<file path="src/rtl/seg7_text_decoder.sv">
// Samples a 7-segment bus, waits for each pattern to settle, decodes new glyphs to ASCII
// and queues them in a small FIFO. Define SEG7DEC_MARKER_EN to turn the dp-only marker into a newline.
module seg7_text_decoder #(
  parameter int unsigned STABLE_CYCLES = 4,
  parameter int unsigned FIFO_DEPTH    = 4
) (
  input  logic                          clk,
  input  logic                          rst_n,
  input  logic [7:0]                    seg_in,
  input  logic                          clr,
  output logic [7:0]                    char_data,
  output logic                          char_valid,
  input  logic                          char_ready,
  output logic [$clog2(FIFO_DEPTH):0]   fifo_level,
  output logic                          err,
  output logic                          ovf
);

  localparam int unsigned CW = $clog2(STABLE_CYCLES);
  localparam int unsigned AW = $clog2(FIFO_DEPTH);
  localparam logic [CW-1:0] CNT_MAX  = CW'(STABLE_CYCLES - 1);
  localparam logic [AW:0]   LVL_FULL = (AW + 1)'(FIFO_DEPTH);
  localparam logic [AW:0]   LVL_ONE  = (AW + 1)'(1);

  logic [7:0]    r_sync1;
  logic [7:0]    r_sync2;
  logic [7:0]    r_cand;
  logic [CW-1:0] r_cnt;
  logic [7:0]    r_acc;
  logic [7:0]    r_mem [FIFO_DEPTH];
  logic [AW-1:0] r_wr;
  logic [AW-1:0] r_rd;
  logic [AW:0]   r_level;
  logic [7:0]    r_char_data;
  logic          r_char_valid;
  logic          r_err;
  logic          r_ovf;

  logic          w_accept;
  logic          w_is_char;
  logic          w_bad;
  logic [7:0]    w_ascii;
  logic          w_push_req;
  logic          w_pop;
  logic          w_full;
  logic          w_push;
  logic          w_drop;
  logic [AW:0]   w_level_nxt;
  logic [AW-1:0] w_rd_nxt;
  logic [7:0]    w_head_nxt;

  always_ff @(posedge clk or negedge rst_n) begin
    if (!rst_n) begin
      r_sync1 <= '0;
      r_sync2 <= '0;
    end else begin
      r_sync1 <= seg_in;
      r_sync2 <= r_sync1;
    end
  end

  // Settle filter: counter restarts on any change and saturates once stable.
  always_ff @(posedge clk or negedge rst_n) begin
    if (!rst_n) begin
      r_cand <= '0;
      r_cnt  <= '0;
      r_acc  <= '0;
    end else begin
      if (r_sync2 != r_cand) begin
        r_cand <= r_sync2;
        r_cnt  <= '0;
      end else if (r_cnt < CNT_MAX) begin
        r_cnt <= r_cnt + CW'(1);
      end
      if (w_accept) r_acc <= r_cand;
    end
  end

  assign w_accept = (r_cnt == CNT_MAX) && (r_sync2 == r_cand) && (r_cand != r_acc);

  // Classification of the newly accepted pattern (r_cand becomes the new acc).
  always_comb begin
    w_is_char = 1'b1;
    w_bad     = 1'b0;
    w_ascii   = 8'h3F;
    case (r_cand)
      8'h00: w_is_char = 1'b0;
      8'h80: begin
`ifdef SEG7DEC_MARKER_EN
        w_ascii = 8'h0A;
`else
        w_is_char = 1'b0;
`endif
      end
      8'h5B: w_ascii = 8'h53;
      8'h4F: w_ascii = 8'h45;
      8'h15: w_ascii = 8'h6E;
      8'h7E: w_ascii = 8'h4F;
      8'h0E: w_ascii = 8'h4C;
      8'h5F: w_ascii = 8'h47;
      8'h3E: w_ascii = 8'h55;
      8'h77: w_ascii = 8'h41;
      8'h1F: w_ascii = 8'h62;
      8'h4E: w_ascii = 8'h43;
      8'h3D: w_ascii = 8'h64;
      8'h37: w_ascii = 8'h48;
      8'h67: w_ascii = 8'h50;
      8'h30: w_ascii = 8'h31;
      8'h6D: w_ascii = 8'h32;
      8'h79: w_ascii = 8'h33;
      8'h33: w_ascii = 8'h34;
      8'h70: w_ascii = 8'h37;
      8'h7F: w_ascii = 8'h38;
      default: w_bad = 1'b1;
    endcase
  end

  assign w_push_req = w_accept && w_is_char;
  assign w_pop      = r_char_valid && char_ready;
  assign w_full     = (r_level == LVL_FULL);
  assign w_push     = w_push_req && (!w_full || w_pop);
  assign w_drop     = w_push_req && w_full && !w_pop;

  // Registered head: a push into an empty (or draining-to-empty) FIFO bypasses the memory.
  always_comb begin
    w_level_nxt = r_level;
    case ({w_push, w_pop})
      2'b10:   w_level_nxt = r_level + LVL_ONE;
      2'b01:   w_level_nxt = r_level - LVL_ONE;
      default: w_level_nxt = r_level;
    endcase
    w_rd_nxt = w_pop ? r_rd + AW'(1) : r_rd;
    if (w_level_nxt == '0)
      w_head_nxt = '0;
    else if ((r_level == '0) || (w_pop && (r_level == LVL_ONE)))
      w_head_nxt = w_ascii;
    else
      w_head_nxt = r_mem[w_rd_nxt];
  end

  always_ff @(posedge clk) begin
    if (w_push) r_mem[r_wr] <= w_ascii;
  end

  always_ff @(posedge clk or negedge rst_n) begin
    if (!rst_n) begin
      r_wr         <= '0;
      r_rd         <= '0;
      r_level      <= '0;
      r_char_data  <= '0;
      r_char_valid <= 1'b0;
      r_err        <= 1'b0;
      r_ovf        <= 1'b0;
    end else begin
      if (w_push) r_wr <= r_wr + AW'(1);
      r_rd         <= w_rd_nxt;
      r_level      <= w_level_nxt;
      r_char_data  <= w_head_nxt;
      r_char_valid <= (w_level_nxt != '0);
      r_err        <= (w_accept && w_bad) || (r_err && !clr);
      r_ovf        <= w_drop || (r_ovf && !clr);
    end
  end

  assign char_data  = r_char_data;
  assign char_valid = r_char_valid;
  assign fifo_level = r_level;
  assign err        = r_err;
  assign ovf        = r_ovf;

endmodule

</file>
<file path="config.mk">
export PLATFORM = sky130hd
export DESIGN_NAME = seg7_text_decoder
export DESIGN_NICKNAME = d
export VERILOG_FILES = /design/src/rtl/seg7_text_decoder.sv
export SDC_FILE = /design/constraint.sdc
export NUM_CORES = 1
export LEC_CHECK = 0
export ABC_AREA = 1
export ABC_CLOCK_PERIOD_IN_PS = 4100
export CORE_UTILIZATION = 41
export CTS_BUF_LIST = sky130_fd_sc_hd__clkbuf_8
export DETAILED_ROUTE_END_ITERATION = 8
export GPL_TIMING_DRIVEN = 0
export PLACE_DENSITY = 0.7
export RECOVER_POWER = 100
export REMOVE_ABC_BUFFERS = 1
export SLEW_MARGIN = 25
export SYNTH_ARGS = -nofsm -noshare
export SYNTH_HDL_FRONTEND = slang
export SYNTH_SLANG_ARGS = --single-unit
</file>
<file path="constraint.sdc">
create_clock -name clk -period 4.1 [get_ports clk]
set_clock_uncertainty 0.1 [all_clocks]
set_input_delay 0.41 -clock clk [delete_from_list [all_inputs] [get_ports clk]]
set_output_delay 0.41 -clock clk [all_outputs]
set_load 0.03 [all_outputs]
</file>
# --- Word-level counts from Yosys, hierarchy flattened ---
# Memories as Yosys holds them, arrays and structs flattened.
# Index checks and enable logic that the tools add are counted.
word_totals:
  out_inout_bits: 14
  memories: 1
  wordCells: 83
  reg_bits: 52
  ram_bits: 28
  inputBits: 12
memory_table:
  columns: ["name", "words", "width", "read_ports", "rd_ports_with_merged_regs", "wr", "line", "text"]
  rows:
  - ["r_mem", 4, 7, 1, 0, 1, "30", "logic [7:0] r_mem [FIFO_DEPTH];"]
classes:
  magnitude_cmp: 1
  reduce_logical: 25
  addsub: 5
  muxes: 11
  eq_ne: 28
ops:
  columns: ["operator", "count"]
  rows:
  - ["7-bit one-hot mux with 19 select lines", 1]
  - ["8-bit by 7-bit equality test with 1-bit output (second input constant)", 11]
  - ["8-bit by 6-bit equality test with 1-bit output (second input constant)", 5]
  - ["21-bit OR reduction", 1]
  - ["8-bit by 5-bit equality test with 1-bit output (second input constant)", 2]
  - ["8-bit 2-to-1 mux", 2]
  - ["8-bit inequality test", 2]
  - ["1-bit logical AND", 11]
  - ["8-bit by 4-bit equality test with 1-bit output (second input constant)", 1]
  - ["8-bit equality test", 1]
  - ["8-bit equality test (second input constant)", 1]
  - ["8-bit logical NOT", 1]
  - ["2-bit by 1-bit adder with 2-bit output (second input constant)", 3]
  - ["3-bit logical NOT", 2]
  - ["2-bit 2-to-1 mux", 3]
  - ["3-bit one-hot mux with 2 select lines", 1]
  - ["2-bit equality test (second input constant)", 2]
  - ["1-bit logical OR", 4]
  - ["1-bit 2-to-1 mux", 4]
  - ["3-bit by 1-bit adder with 3-bit output (second input constant)", 1]
  - ["3-bit by 1-bit equality test with 1-bit output (second input constant)", 1]
  - ["3-bit equality test (second input constant)", 1]
  - ["1-bit logical NOT", 3]
  - ["3-bit nonzero test", 1]
  - ["other kinds (5)", 5]

# --- Longest topological paths before layout ---
# Gate-level depths: netlist of run 1.
depth:
  ltp_word: 9
  ltp_mapped: 18
  depth_no_buf: 17

# --- Worst setup path after synthesis of run 1 ---
# No wires, ideal clock.
synth_timing:
  kind: "reg-to-reg"
  start: "register r_cand[5]"
  end: "register r_char_data[0], in the netlist char_data[0]"
  path_stages_with_launch: 18
  t_arrival_ps: 2377
  path_buffers: 1
  setup_time_ps: 113
  t_required_ps: 3887
  synth_period_minus_slack_ps: 2589
  setup_slack_ps: 1511
  cell_sequence: "dfrtp_1 > buf_2 > inv_2 > or2_0 > nand4_1 > nor2_4 > nand3_4 > nor2_8 > nand3_4 > ha_1 > a21oi_1 > o21ai_0 > o21ai_0 > nand4_1 > nand2_1 > inv_1 > nand2_1 > inv_1"
synth_via:
  elab_chain_cells: 9
  word_cells_on_any_way: 36
  cone_classes: "24 x eq/ne; 5 x mux; 7 x reduce/logical"
synth_lines:
  columns: ["item", "line", "text"]
  rows:
  - ["start, declared", "27", "logic [7:0] r_cand;"]
  - ["start signal, assigned", "70", "r_cand <= r_sync2;"]
  - ["8-bit equality test, or another cell as far along", "86", "case (r_cand)"]
  - ["2-bit OR reduction (no source line) or 1-bit logical AND (tied branches)", null, null]
  - ["1-bit 2-to-1 mux or 1-bit logical AND (tied branches)", "86, 79", null]
  - ["1-bit logical AND", "118", "assign w_push_req = w_accept && w_is_char;"]
  - ["1-bit logical AND", "121", "assign w_push = w_push_req && (!w_full || w_pop);"]
  - ["2-bit by 1-bit equality test with 1-bit output or 2-bit equality test (tied branches)", "127", "case ({w_push, w_pop})"]
  - ["3-bit one-hot mux with 2 select lines", "127", null]
  - ["3-bit logical NOT", "133", "if (w_level_nxt == '0)"]
  - ["8-bit 2-to-1 mux *", "133", null]
  - ["named net w_head_nxt[0]", "50", "logic [7:0] w_head_nxt;"]
  - ["end signal, assigned", "158", "r_char_data <= w_head_nxt;"]
  - ["end, declared", "34", "logic [7:0] r_char_data;"]
# The timed path passes the listed nets; every way through them passes the cells marked *.
# A chain may end at the register's enable or synchronous reset.

# --- Final worst setup path of run 1 ---
layout_timing:
  start: "register r_cand[1]"
  end: "register r_char_data[1], in the netlist char_data[1]"
# The elaborated chain is that of the path after synthesis.

==> flow_metrics.py, run 1 <==
metrics = {
    "cells_and_area": {
        "fill_cells": 896,
        "nets": 475,
        "drive_gt1_frac": 0.0875,
        "final_cells": 586,
        "antenna_cells": 0,
        "final_area_mm2": 0.00435,
        "syn_to_final_growth_pct": 11.5,
    },
    "route": {
        "num_vias": 2711,
        "ant_nets": 0,
        "wl_per_cell_um": 12.3,
        "routed_wl_mm": 7.22,
        "drt_iter0_drc": 96,
        "drt_first_pass_iters": 4,
        "drc": 0,
        "vias_per_cell": 4.63,
    },
    "clock_tree": {
        "path_clk_slew_ns": 0.08,
        "htree_levels": 3,
        "clock_latency_ns": 0.36,
        "numCtsBuffers": 9,
        "cts-root-buf": "clkbuf_8",
        "cts_tree": "built",
        "cts_hold_buffers": 0,
        "cts_resized": 0,
        "postCtsSetupBuffers": 0,
        "clockBufferDepth": 2,
        "clkSinkCount": 79,
    },
    "die": {
        "start_util": 0.422,
        "ios": 26,
        "fp.coreArea_mm2": 0.00924,
        "die_h_um": 99.6,
        "rows": 35,
        "fp.dieArea_mm2": 0.00992,
        "die_x_um": 99.6,
    },
    "placement": {
        "io_buffers": 24,
        "dp_hpwl_mm": 5.15,
        "gp_congestion": 0.858,
        "placed_cells": 570,
        "place_area_mm2": 0.00422,
    },
    "power": {
        "pwr_density_cell_mw_per_mm2": 335,
        "power.total_uw": 1460,
        "p_leak_uw": 0.00200,
        "ir_worst_vdd_mv": 0.238,
    },
    "synthesis": {
        "synth_top_family_by_area": "simple AND/OR/NAND/NOR gates",
        "ys_seq_area_frac": 0.542,
        "synthAdderAreaFrac": 0.0353,
        "syn_area_mm2": 0.00390,
        "syn_inst": 434,
        "yosysMostFrequentCell": "nand2_1",
        "synth_compound_area_frac": 0.0426,
        "synth_cell_type_count": 39,
        "ys_ff_latch": 79,
        "syn_avg_cell_area_um2": 8.99,
        "synth_mux_area_frac": 0.00256,
        "synthXorXnorAreaFrac": 0.0333,
        "yosysWarnings": 0,
        "synth_ff_type": "dfrtp_1",
        "yosys.area.top_type_share": 0.327,
        "async_reset_ff_frac": 0.646,
        "synthTopCellsByCount": "104 x nand2_1, 52 x inv_1, 51 x dfrtp_1, 46 x nor2_1, 33 x nand3_1",
        "synthSimpleGateAreaFrac": 0.257,
        "synth_area_leaders": "dfrtp_1 33%, edfxtp_1 22%, nand2_1 10%",
        "synth_edf_count": 28,
        "yosysTopAreaCell": "dfrtp_1",
    },
    "job": {
        "cap_violations": 1,
    },
    "outcome": {
        "violations": "capacitance limit, slew limit",
        "outcome": "finished with violations",
    },
    "global_route": {
        "grt_pass1_wl_mm": 12.2,
        "grt_max_degree": 52,
        "grt_usage": 0.161,
        "grt_overflow": 0,
        "grt_pass1_vias": 2639,
        "antenna_found_initial": 0,
    },
    "sta": {
        "hold_ws_ns": 0.249,
        "slew_violations": 52,
        "fmax_mhz": 296,
        "worstMarginPinSlew_ns": 2.73,
        "finalSetupViolations": 0,
        "slew-limit-headroom": -0.817,
        "rsz0062_at_grt": "false",
        "fin_crit_sh": 0.825,
        "tns_ns": 0,
        "fin_crit_ns": 3.38,
        "hold_violations": 0,
    },
    "worst_setup_path": {
        "cp_data_arrival_time_ns": 3.53,
        "worst_ep_required_time_ns": 4.25,
        "startpoint_type": "register",
        "crit_fanout": 8,
        "crit_type": "reg -> reg",
        "crit_path_end_kind": "register",
    },
    "hold_path": {
        "hold_path_class": "reg -> reg",
    },
}
[worst paths after layout]
kind	start	depth (start not counted)	end	slack, ns
worst max-delay path	r_cand[1]$_DFFE_PN0P_	14	char_data[1]$_DFF_PN0_	0.72
worst min-delay path	r_sync1[5]$_DFF_PN0_	0	r_sync2[5]$_DFF_PN0_	0.25
worst max register to register	r_cand[1]$_DFFE_PN0P_	14	char_data[1]$_DFF_PN0_	0.72
worst min register to register	r_sync1[5]$_DFF_PN0_	0	r_sync2[5]$_DFF_PN0_	0.25
max in group asynchronous	rst_n	1	r_acc[1]$_DFFE_PN0P_	1.55
min in group asynchronous	rst_n	1	r_sync1[6]$_DFF_PN0_	0.82
[metrics by stage]
stage	util	worst slack, ns
5_1_grt	0.471	0.410
3_5_place_dp	0.457	0.905
6_report	0.471	0.718
2_1_floorplan	-	1.54
3_3_place_gp	0.457	0.963
4_1_cts	0.477	0.864
[cell families after synthesis]
group                    Yosys count
AND/OR/NAND/NOR                  219
adder cells (fa/ha/maj)           11
multiplexers                       1
other                              1
buffers and inverters             83
AO/OA/AOI/OAI                     26
XOR/XNOR                          14
flip-flops                        79
[power breakdown]
part / total [uW] / switching, uW / internal, uW / leakage [uW]
clock: 553 / 277 / 275 / 0.0000901
sequential: 841 / 12.3 / 829 / 0.000829
combinational: 63.0 / 41.0 / 22.1 / 0.00108
total: 1460 / 331 / 1130 / 0.00200
[sequential cells by signal, indices dropped and copies added (netlist names)]
signal	flops
r_mem	28
r_acc	8
r_cand	8
r_sync1	8
r_sync2	8
char_data	7
fifo_level	3
r_cnt	2
r_rd	2
r_wr	2
char_valid	1
err	1
ovf	1
[metal layers]
metal  vias up  track usage  share of wire
met2        40        0.284           0.51
met1      1271        0.190           0.45
met4         0       0.0532          0.011
met5         -            0              0
li1       1389            -              -
met3        11       0.0429          0.028
[placed cells by master (no fill, tap or decap), drive strengths merged]
cell and instances:
ha 11, dfrtp 51, conb 1, nor2 49
xor2 1, nand2 108, o22ai 1, mux2i 1
o21ai 18, or2 12, nand3 36, bufinv 1
clkinvlp 4, nor3 1, and2 1, inv 66
clkbuf 10, clkdlybuf4s50 2, o211ai 2, nand4 11
xnor2 13, edfxtp 28, clkinv 2, dlygate4sd3 21
nand3b 1, a21oi 5
[final cells by class]
cell class / instances / area (um^2) / area share
clock buffers: 9 / 124 / 0.0285
clock inverters: 7 / 65.1 / 0.0149
inverters: 66 / 249 / 0.0572
multi-input cells: 272 / 1400 / 0.322
flip-flops and latches: 79 / 2120 / 0.486
well taps: 129 / 161 / 0.0371
repair buffers: 24 / 234 / 0.0538
[critical path, stage by stage, from the launching register on]
cell	delay, ns
dfrtp_1	0.48
xnor2_1	0.22
nand2_1	0.08
nor2_1	0.20
nand3_1	0.27
nor2_8	0.21
nand3_4	0.14
ha_1	0.38
inv_1	0.09
o21ai_0	0.28
nand4_1	0.42
nand2_1	0.22
inv_1	0.06
nand2_1	0.07
inv_1	0.04
Note: power is estimated with default switching activity, not from simulation.
==> run 2, diff against run 1 <==
--- a/config.mk
+++ b/config.mk
@@ -6,12 +6,12 @@
 export NUM_CORES = 1
 export LEC_CHECK = 0
 export ABC_AREA = 1
-export ABC_CLOCK_PERIOD_IN_PS = 4100
+export ABC_CLOCK_PERIOD_IN_PS = 3000
 export CORE_UTILIZATION = 41
 export CTS_BUF_LIST = sky130_fd_sc_hd__clkbuf_8
 export DETAILED_ROUTE_END_ITERATION = 8
 export GPL_TIMING_DRIVEN = 0
-export PLACE_DENSITY = 0.7
+export PLACE_DENSITY = 0.72
 export RECOVER_POWER = 100
 export REMOVE_ABC_BUFFERS = 1
 export SLEW_MARGIN = 25
==> constraint.sdc (replaced) <==
create_clock -name clk -period 3 [get_ports clk]
set_clock_uncertainty 0.1 [all_clocks]
set_input_delay 0.3 -clock clk [delete_from_list [all_inputs] [get_ports clk]]
set_output_delay 0.3 -clock clk [all_outputs]
set_load 0.03 [all_outputs]
==> run 2 against run 1 <==
Compared with the run above: the run now ends clean; register-to-register slack worse by 0.43 ns; via count is 2.3% higher; sequential power is 37% higher; worst setup slack worse by 0.43 ns; clock power is 40% higher; global-route usage is 0.48 points higher; critical path type unchanged.
==> flow_metrics.py, run 2 (synthesis gave the netlist of run 1 again) <==
metrics = {
    "cells_and_area": {
        "fill_cells": 909,
        "syn_to_final_growth_pct": 13.6,
        "final_cell_mix": "105 x nand2_1, 56 x inv_1, 48 x dfrtp_1",
        "antenna_cells": 0,
        "final_area_mm2": 0.00443,
        "largest_register_ffs": 28,
        "layout_commonest_cell": "nand2_1",
        "drive_gt1_frac": 0.110,
        "top_register": "r_mem",
        "nets": 480,
    },
    "placement": {
        "dp_hpwl_mm": 5.15,
        "pre_cts_ws_ns": -0.0505,
        "io_buffers": 24,
        "place_area_mm2": 0.00422,
        "gp_congestion": 0.886,
    },
    "die": {
        "rows": 35,
        "die_h_um": 99.6,
        "fp.dieArea_mm2": 0.00992,
        "fp.coreArea_mm2": 0.00924,
        "ios": 26,
        "start_util": 0.422,
        "die_x_um": 99.6,
    },
    "worst_setup_path": {
        "rr_startpoint": "r_cand[7]$_DFFE_PN0P_",
        "crit_type": "reg -> reg",
        "worst_ep_required_time_ns": 3.14,
        "endpoint": "char_data[0]$_DFF_PN0_",
        "reg2reg_slack_ns": 0.29,
        "rr_endpoint": "char_data[0]$_DFF_PN0_",
        "startpoint_type": "register",
        "cp_data_arrival_time_ns": 2.85,
        "reg2regPathDepth": 16,
        "crit_fanout": 8,
        "setup.worst_path.start": "r_cand[7]$_DFFE_PN0P_",
        "crit_path_end_kind": "register",
    },
    "global_route": {
        "grt_overflow": 0,
        "grt_max_degree": 52,
        "grt_usage": 0.165,
        "grt_pass1_vias": 2853,
        "antenna_found_initial": 0,
        "grt_pass1_wl_mm": 12.7,
    },
    "sta": {
        "slew_violations": 0,
        "worstMarginPinSlew_ns": 1.26,
        "fin_crit_sh": 0.905,
        "fmax_mhz": 368,
        "hold_violations": 0,
        "slew-limit-headroom": 0.158,
        "finalSetupViolations": 0,
        "fin_crit_ns": 2.71,
        "rsz0062_at_grt": "false",
        "tns_ns": 0,
        "worst_slack_ns": 0.286,
    },
    "clock_tree": {
        "htree_levels": 3,
        "clockBufferDepth": 2,
        "cts_tree": "built",
        "clock_latency_ns": 0.35,
        "path_clk_slew_ns": 0.08,
        "clkSinkCount": 79,
        "numCtsBuffers": 9,
        "cts-root-buf": "clkbuf_8",
    },
    "outcome": {
        "outcome": "finished, final reports clean",
    },
    "route": {
        "vias_per_cell": 4.69,
        "drt_iter0_drc": 141,
        "num_vias": 2772,
        "routed_wl_mm": 7.12,
        "ant_nets": 0,
        "drt_first_pass_iters": 4,
        "wl_per_cell_um": 12.1,
        "drc": 0,
    },
    "power": {
        "p_leak_uw": 0.00204,
        "power.total_uw": 2010,
        "ir_worst_vdd_mv": 0.455,
        "pwr_density_cell_mw_per_mm2": 454,
    },
    "hold_path": {
        "hold_path_class": "reg -> reg",
    },
    "job": {
        "cap_violations": 0,
    },
}
==> run 2: worst min path at each step <==
stage                     slack (ns)  depth (start not counted)                  from                      to
final                           0.25                          0  r_sync1[6]$_DFF_PN0_    r_sync2[6]$_DFF_PN0_
after global routing            0.26                          0  r_sync1[6]$_DFF_PN0_    r_sync2[6]$_DFF_PN0_
after CTS                       0.24                          0  r_sync1[6]$_DFF_PN0_    r_sync2[6]$_DFF_PN0_
after detailed placement        0.24                          0  r_sync1[7]$_DFF_PN0_    r_sync2[7]$_DFF_PN0_
after global placement          0.23                          0  r_sync1[6]$_DFF_PN0_    r_sync2[6]$_DFF_PN0_
after floorplan                 -0.1                          0                 rst_n  char_data[0]$_DFF_PN0_
==> run 2: what timing repair did <==
| item | in CTS | in global routing |
|---|---|---|
| hold endpoints to repair | 51 | 0 |
| pin swaps | 1 | 0 |
| endpoints found under the setup margin | 6 | 7 |
| hold buffers | 1 | 0 |
| gates resized for setup | 0 | 4 |
| cloned | 0 | 0 |
| buffers inserted | 1 | 3 |
==> run 2: stage by stage <==
stage / hold WS (ns) / instances / utilization
floorplan: -0.0956 / 417 / -
global placement: 0.232 / 570 / 0.457
detailed placement: 0.236 / 570 / 0.457
CTS: 0.243 / 588 / 0.480
global route: 0.262 / 591 / 0.480
finish: 0.248 / 591 / 0.480
==> run 2: metal layers <==
layer,vias up,global-route usage,share of wire
li1,1402,-,-
met1,1298,0.180,0.43
met2,58,0.306,0.52
met3,14,0.0422,0.032
met4,0,0.0679,0.020
met5,-,0,0
==> run 2: power breakdown <==
group	internal [uW]	total (uW)	switching, uW
clock network	404	775	371
registers	1130	1150	16.1
logic	31.5	88.3	56.9
total	1570	2010	444
==> run 2: area by class of cell <==
type | instances | area (um^2) | share of cell area
multi-input cells | 272 | 1430 | 0.323
well taps | 129 | 161 | 0.0364
inverters | 66 | 249 | 0.0562
repair buffers | 29 | 272 | 0.0612
clock inverters | 6 | 61.3 | 0.0138
flip-flops and latches | 79 | 2120 | 0.478
clock buffers | 10 | 138 | 0.0310
==> run 2: worst max-delay path: stages, from the launching register on <==
cell     delay, ns
dfrtp_1       0.45
xnor2_1       0.19
nand4_1       0.15
nor2_1        0.30
nor2_8        0.09
nand3_4       0.11
inv_2         0.04
ha_1          0.23
a21oi_1       0.18
o21ai_0       0.11
o21ai_0       0.12
nand4_1       0.13
buf_4         0.19
nand2_1       0.07
inv_1         0.04
nand2_1       0.05
inv_1         0.04
==> run 3, diff against run 2 <==
--- a/config.mk
+++ b/config.mk
@@ -11,6 +11,7 @@
 export CTS_BUF_LIST = sky130_fd_sc_hd__clkbuf_8
 export DETAILED_ROUTE_END_ITERATION = 8
 export GPL_TIMING_DRIVEN = 0
+export HOLD_SLACK_MARGIN = 0.08
 export PLACE_DENSITY = 0.72
 export RECOVER_POWER = 100
 export REMOVE_ABC_BUFFERS = 1
==> results of run 3 <==
Same layout as run 2: the final DEF is identical, and so are final timing and power.
